File: src/rtl/display_request_arbiter.sv
// display_request_arbiter: round-robin share of a 5-digit BCD display among NUM_REQ producers
//  clk, reset_n        rising-edge clock, asynchronous active-low reset
//  req_valid/req_data  per-requester offers; value i at req_data[i*DATA_W +: DATA_W]
//  req_ready           one-hot accept, only while idle; transfer = valid & ready
//  digit_4..digit_0    BCD digits of the displayed value, leading zeros kept
//  disp_src            index of the requester whose value is displayed
//  disp_update         one-cycle pulse after the digits change
//  busy                high while a value is being converted, loaded or held
module display_request_arbiter #(
  parameter int NUM_REQ     = 4,
  parameter int DATA_W      = 16,
  parameter int HOLD_CYCLES = 1000,
  parameter int SRC_W       = 3
) (
  input  logic                      clk,
  input  logic                      reset_n,
  input  logic [NUM_REQ-1:0]        req_valid,
  input  logic [NUM_REQ*DATA_W-1:0] req_data,
  output logic [NUM_REQ-1:0]        req_ready,
  output logic [3:0]                digit_4,
  output logic [3:0]                digit_3,
  output logic [3:0]                digit_2,
  output logic [3:0]                digit_1,
  output logic [3:0]                digit_0,
  output logic [SRC_W-1:0]          disp_src,
  output logic                      disp_update,
  output logic                      busy
);
  localparam int CNT_MAX = HOLD_CYCLES > DATA_W ? HOLD_CYCLES : DATA_W;
  localparam int CNT_W   = $clog2(CNT_MAX + 1);
  typedef enum logic [1:0] {IDLE, CONVERT, LOAD, HOLD} state_e;
  state_e             state_q, state_d;
  logic [SRC_W-1:0]   ptr_q, ptr_d, src_q, src_d, out_src_q, out_src_d, gnt_idx;
  logic [NUM_REQ-1:0] lo_mask, hi, pick, gnt;
  logic [DATA_W-1:0]  data_q, data_d, gnt_data;
  logic [19:0]        bcd_q, bcd_d, adj, digits_q, digits_d;
  logic [CNT_W-1:0]   cnt_q, cnt_d;
  logic               upd_q, upd_d;
  // Requests at or above the pointer win; if none, wrap to the lowest valid index.
  assign lo_mask = (NUM_REQ'(1) << ptr_q) - NUM_REQ'(1);
  assign hi      = req_valid & ~lo_mask;
  assign pick    = |hi ? hi : req_valid;
  assign gnt     = pick & (~pick + NUM_REQ'(1));
  always_comb begin
    gnt_idx  = '0;
    gnt_data = '0;
    for (int i = 0; i < NUM_REQ; i++)
      if (gnt[i]) begin
        gnt_idx  = SRC_W'(i);
        gnt_data = req_data[i*DATA_W +: DATA_W];
      end
  end
  // Double-dabble correction: every BCD nibble of 5 or more gets +3 before the shift.
  genvar n;
  for (n = 0; n < 5; n++) begin : g_adj
    assign adj[4*n +: 4] = bcd_q[4*n +: 4] >= 4'd5 ? bcd_q[4*n +: 4] + 4'd3 : bcd_q[4*n +: 4];
  end
  always_comb begin
    state_d   = state_q;
    ptr_d     = ptr_q;
    src_d     = src_q;
    out_src_d = out_src_q;
    data_d    = data_q;
    bcd_d     = bcd_q;
    digits_d  = digits_q;
    cnt_d     = cnt_q;
    upd_d     = 1'b0;
    case (state_q)
      IDLE: if (|req_valid) begin
        state_d = CONVERT;
        ptr_d   = gnt_idx == SRC_W'(NUM_REQ - 1) ? '0 : gnt_idx + 1'b1;
        src_d   = gnt_idx;
        data_d  = gnt_data;
        bcd_d   = '0;
        cnt_d   = '0;
      end
      CONVERT: begin
        bcd_d  = 20'({adj, data_q[DATA_W-1]});
        data_d = data_q << 1;
        cnt_d  = cnt_q + 1'b1;
        state_d = cnt_q == CNT_W'(DATA_W - 1) ? LOAD : CONVERT;
      end
      LOAD: begin
        digits_d  = bcd_q;
        out_src_d = src_q;
        upd_d     = 1'b1;
        cnt_d     = '0;
        state_d   = HOLD_CYCLES == 0 ? IDLE : HOLD;
      end
      default: begin
        cnt_d   = cnt_q + 1'b1;
        state_d = cnt_q == CNT_W'(HOLD_CYCLES - 1) ? IDLE : HOLD;
      end
    endcase
  end
  always_ff @(posedge clk or negedge reset_n)
    if (!reset_n) begin
      state_q   <= IDLE;
      ptr_q     <= '0;
      src_q     <= '0;
      out_src_q <= '0;
      data_q    <= '0;
      bcd_q     <= '0;
      digits_q  <= '0;
      cnt_q     <= '0;
      upd_q     <= 1'b0;
    end else begin
      state_q   <= state_d;
      ptr_q     <= ptr_d;
      src_q     <= src_d;
      out_src_q <= out_src_d;
      data_q    <= data_d;
      bcd_q     <= bcd_d;
      digits_q  <= digits_d;
      cnt_q     <= cnt_d;
      upd_q     <= upd_d;
    end
  // Gated by reset_n so no accept is offered while reset is held.
  assign req_ready   = state_q == IDLE && reset_n ? gnt : '0;
  assign digit_4     = digits_q[19:16];
  assign digit_3     = digits_q[15:12];
  assign digit_2     = digits_q[11:8];
  assign digit_1     = digits_q[7:4];
  assign digit_0     = digits_q[3:0];
  assign disp_src    = out_src_q;
  assign disp_update = upd_q;
  assign busy        = state_q != IDLE;
endmodule

File: config.mk
export PLATFORM = sky130hd
export DESIGN_NAME = display_request_arbiter
export DESIGN_NICKNAME = d
export VERILOG_FILES = /design/src/rtl/display_request_arbiter.sv
export SDC_FILE = /design/constraint.sdc
export NUM_CORES = 1
export LEC_CHECK = 0
export CAP_MARGIN = 20
export CORE_ASPECT_RATIO = 1.1
export CORE_MARGIN = 2
export CORE_UTILIZATION = 37
export CTS_CLUSTER_DIAMETER = 120
export CTS_CLUSTER_SIZE = 28
export DETAILED_ROUTE_END_ITERATION = 7
export MAX_ROUTING_LAYER = met4
export PLACE_DENSITY = 0.69
export SLEW_MARGIN = 20
export SYNTH_ARGS = -nofsm -noshare
export SYNTH_HDL_FRONTEND = slang
export SYNTH_SLANG_ARGS = --single-unit
File: constraint.sdc
create_clock -name clk -period 2.37 [get_ports clk]
set_clock_uncertainty 0.15 [all_clocks]
set_input_delay 0.3555 -clock clk [delete_from_list [all_inputs] [get_ports clk]]
set_output_delay 0.3555 -clock clk [all_outputs]
set_load 0.01 [all_outputs]
---- Yosys cells after proc, flatten, opt, wreduce, memory -nomap -nowiden ----
Index checks and enable logic that the tools add are counted.
storage, ports and cells
  register bits ........................... 78
  input bits .............................. 70
  output and inout port bits .............. 29
  logic and storage cells ................. 68
operators by class
  $add $sub $neg .......................... 9
  order comparisons ....................... 5
  eq/ne operators ......................... 6
  shift operators ......................... 1
  muxes and demuxes ....................... 26
  bitwise operators ....................... 4
  reduce and logical (&&, ||, !) cells .... 8
operator list
  kind                   count
  $mux 16                5
  $pmux 20 s2            1
  $pmux 16 s2            1
  $mux 4                 6
  $ge 4x3->1 const B     5
  $mux 20                1
  $pmux 10 s2            1
  $add 4x2->4 const B    4
  $add 10x1->10 const B  1
  $eq 10x10->1 const B   1
  $eq 10x4->1 const B    1
  $mux 10                1
  $mux 3                 3
  $and 4x4->4            2
  $mux 2                 4
  $not 4->4              2
  $reduce_or 4->1        2
  $pmux 2 s3             1
  $add 4x1->4 const B    1
  $reduce_and 2->1       2
  $reduce_bool 2->1      2
  $shl 1x3->4 const A    1
  $sub 4x2->4 const B    1
  $add 3x1->3 const B    1
  8 further kinds        9

---- Logic depth before layout (Yosys ltp) ----
  depth after elaboration ................. 15
  mapped depth ............................ 10
  gate-level depth less buffers ........... 8

---- Worst setup path before layout ----
OpenSTA, ideal clock, no wires.
  path kind ............................... register -> output
  start point ............................. register ptr_q[1]
  end point ............................... output port req_ready[0]
  data arrival time ....................... 2.046 ns
  data required time ...................... 1.864 ns
  slack ................................... -0.181 ns
  cell stages (with the launch flop) ...... 10
  buffers on the path ..................... 2
  cell sequence ........................... dfrtp_1 nor2_1 inv_1 ha_1 and4b_1 a21oi_2 a41o_1 buf_2 buf_1 nor2b_1
between the ends
  word-level cells in the longest chain between the ends .. 10
RTL lines
  what                      line  RTL
  start: declaration        33    logic [SRC_W-1:0] ptr_q, ptr_d, src_q, src_d, out_src_q, out_src_d, gnt_idx;
  start signal: assignment  109   ptr_q <= ptr_d;
  $shl 1x3->4 *             40    assign lo_mask = (NUM_REQ'(1) << ptr_q) - NUM_REQ'(1);
  $sub 4x2->4 *             40
  $not 4->4 *               41    assign hi = req_valid & ~lo_mask;
  $and 4x4->4 *             41
  $reduce_or 4->1           42    assign pick = |hi ? hi : req_valid;
  $mux 4 *                  42
  $not 4->4                 43    assign gnt = pick & (~pick + NUM_REQ'(1));
  $add 4x1->4               43
  $and 4x4->4 *             43
  $mux 4 *                  119   assign req_ready = state_q == IDLE && reset_n ? gnt : '0;
  end: declaration          19    output logic [NUM_REQ-1:0] req_ready,
Every way passes the cells marked *; elsewhere a longest branch is shown, timed or not.

---- Worst setup path in the final report ----
  start point ............................. register ptr_q[0]
  end point ............................... output port req_ready[0]
The elaborated chain is that of the path after synthesis.

==> reports/metrics.cfg <==
[hold_path]
hold_class=primary input to asynchronous set/reset pin

[sta]
slew_violations=0
period_minus_slack_ns=2.574
fmax_ghz=0.3885
relSlewSlack_pct=37.86
post-route-worst-setup-slack_ns=-0.2039
hold_slack_ns=0.1523
hold_violations=0
worst_pin_slew_ns=0.9321
rsz0062_at_grt=true
fin_crit_sh_pct=108.6
finalSetupViolCount=13
fin_setup_tns_ns=-1.361

[run]
drv_cap=0

[setup_path]
critPathMaxFanout=4
cp.required_ns=1.86
crit_arrival_ns=2.07
r2r_cells=10
worstSetupPathType=flop to output port
worstPathBufferInverterCount=3
cp-end-kind=output port
path_delay_family=simple AND/OR/NAND/NOR gates
start_kind=flop
rrSetupSlack_ns=-0.13
r2r-start=ptr_q[0]$_DFFE_PN0P_
crit_slowest_cell=dfrtp_2
crit_end=req_ready[0]
path_cells=nor2_4, inv_2, ha_4, and4b_1, buf_6, a21oi_4, a41o_1, nor2b_4, buf_6
cpPeakStageDelay_ns=0.46
cp_common_cell=buf_6
cp.depth=9
r2r-end=data_q[12]$_DFFE_PN0P_
critPathLaunch=ptr_q[0]$_DFFE_PN0P_

[logic_synthesis]
synthMostInstantiatedCell=dfrtp_1
synthCells=453
synthTopCellsByArea=dfrtp_1, nand2_1, a21oi_1, ha_1, mux2_2
ys.flop_type=dfrtp_1
synth-seq-cells=75
ys.warnings.count=0
synth_top_area_share_pct=44.56
synth_area_mm2=0.004212
synth.largest_area_cell=dfrtp_1
synth_area_per_cell_um2=9.297
async_flop_share_pct=100.0
synth_edf_count=0
synth_cell_type_count=54
ys_top_cells_by_count=dfrtp_1, nand2_1, a21oi_1
yosysSeqAreaShare_pct=44.56
syn-num-nets=535

[layout]
fin_util_pct=57.72
stdcell_area_mm2=0.006355
synthToLayoutAreaGrowth_pct=50.89
fillers=952
regArea_mm2=0.001878
multi_input_area_mm2=0.002409
layout-drive-gt1-share_pct=23.70
antenna_cells=0
nNetsFinal=672

[global_route]
grt_remaining_overflow=0
grt_max_degree=76
antenna_found_initial=0
grt_util_all_layers_pct=20.18
grt_pass1_vias=4007
grt_pass1_wl_mm=19.11

[clock_tree]
cts-htree-levels=3
clk_latency_ns=0.33
cts_tree=yes
cts_made_buffers=9
clkSlewWorstSetupHoldPaths_ns=0.06
cts-root-buf=clkbuf_16
cts_hold_buffers=0
cts_sinks=75
clock_path_buffers=2

[die]
pin_count=99
start_util_pct=38.25
rows=40
dieArea_mm2=0.01225
dieWidth_um=105.7
die_y_um=115.9
core_mm2=0.01101

[placed_design]
place_ws_ns=-0.4664
numPortBuffers=97
dpl_cell_area_mm2=0.005593
gp_congestion=0.8644
dpl.hpwl_mm=8.394

[route]
ant_nets=0
wl_per_cell_um=16.20
drt_iter0_markers=242
routed_wirelength_mm=12.02
firstDrtPassIters=4
via_count=4063
routed_via_density=5.476
drt_drc_violations_left=0

[power]
ir_drop_uv=352.6
power_leakage_nw=2.677
powerDensity_mw_per_mm2=834.2

[run_status]
status=complete, but fails checks
violations=setup timing

==> layer usage <==
metal | vias up | share of wire (%) | GRT usage (%)
li1 | 1934 | - | -
met1 | 1974 | 44 | 25.12
met2 | 138 | 50 | 33.89
met3 | 17 | 4.4 | 2.531
met4 | 0 | 1.7 | 7.544
met5 | - | 0 | -
==> cell families (layout without fill, tap and decap cells) <==
group | Yosys count | in the layout | synth area share [%]
xor gates and xnor gates | 17 | 17 | 3.535
other | 1 | 1 | 0.08904
adders and majority gates | 12 | 12 | 3.565
AOI/OAI and AO/OA | 157 | 157 | 25.55
buffers and inverters | 48 | 190 | 4.753
DFF | 75 | 75 | 44.56
muxes | 13 | 13 | 3.476
and+or+nand+nor | 130 | 130 | 14.47
==> registers in the layout (all words and copies together), names as in the netlist <==
register,count
cnt_q,10
bcd_q,20
state_q,2
ptr_q,2
digits_q,20
src_q,2
disp_update,1
data_q,16
disp_src,2
==> how the worst min path moves through the flow <==
stage                                      start                      end  slack [ns]
after floorplan                          reset_n     bcd_q[0]$_DFFE_PN0P_       -0.09
after global placement      src_q[1]$_DFFE_PN0P_     src_q[1]$_DFFE_PN0P_        0.31
after detailed placement  data_q[15]$_DFFE_PN0P_     bcd_q[0]$_DFFE_PN0P_        0.31
after CTS                                reset_n    disp_update$_DFF_PN0_        0.18
after global routing                     reset_n    disp_update$_DFF_PN0_        0.24
final                                    reset_n  digits_q[9]$_DFFE_PN0P_        0.15
==> stage by stage <==
step	total power, mW	instances
after detailed placement	3.744	709
after global routing	5.671	742
after global placement	3.651	709
final	5.301	742
after CTS	5.285	733
after floorplan	3.128	453
==> report_power, final <==
group	switching (mW)	total (mW)	internal [mW]
clock	0.523	1.48	0.952
combinational	0.866	1.80	0.935
sequential	0.363	2.03	1.66
==> cell type report <==
type,instances,share of cell area [%]
multi-input combinational,330,37.90
clock inverter,6,1.378
timing repair buffer,158,23.57
clock buffer,10,3.761
inverter,16,0.9451
tap,147,2.894
sequential,75,29.55
==> cells in the final DEF, fill, tap and decap left out, types with 5 or more instances in the layout <==
cell,netlist,final
a211oi_2,0,7
a21oi_1,35,35
a221o_1,10,10
a221oi_2,0,10
a31oi_1,12,11
a32o_1,5,5
buf_4,1,46
buf_6,1,13
clkbuf_16,0,9
clkdlybuf4s50_1,0,92
dfrtp_1,75,74
ha_1,12,11
inv_1,15,14
mux2_2,13,13
nand2_1,62,60
nand2b_1,12,9
nand3_1,10,8
nor2_1,21,18
nor3_1,5,5
o21a_1,6,6
o21ai_0,21,21
o21ai_1,6,6
o22ai_1,5,5
o31ai_1,16,16
xnor2_1,11,11
xor2_1,6,5
==> timing repair <==
action,CTS,global route
pin swaps,9,17
cloned,0,1
setup endpoints to repair,19,24
gates resized for setup,39,43
buffers inserted,10,9
endpoints found under the hold margin,0,0
==> worst reg2reg max path: cells and delay by family (launching register included) <==
kind	cells	cell delay, ns
AOI/OAI and AO/OA	4	0.92
DFF	1	0.46
and+or+nand+nor	2	0.38
buffers and inverters	3	0.32
adders and majority gates	1	0.16
No activity file was read; power rests on OpenSTA's default activity.
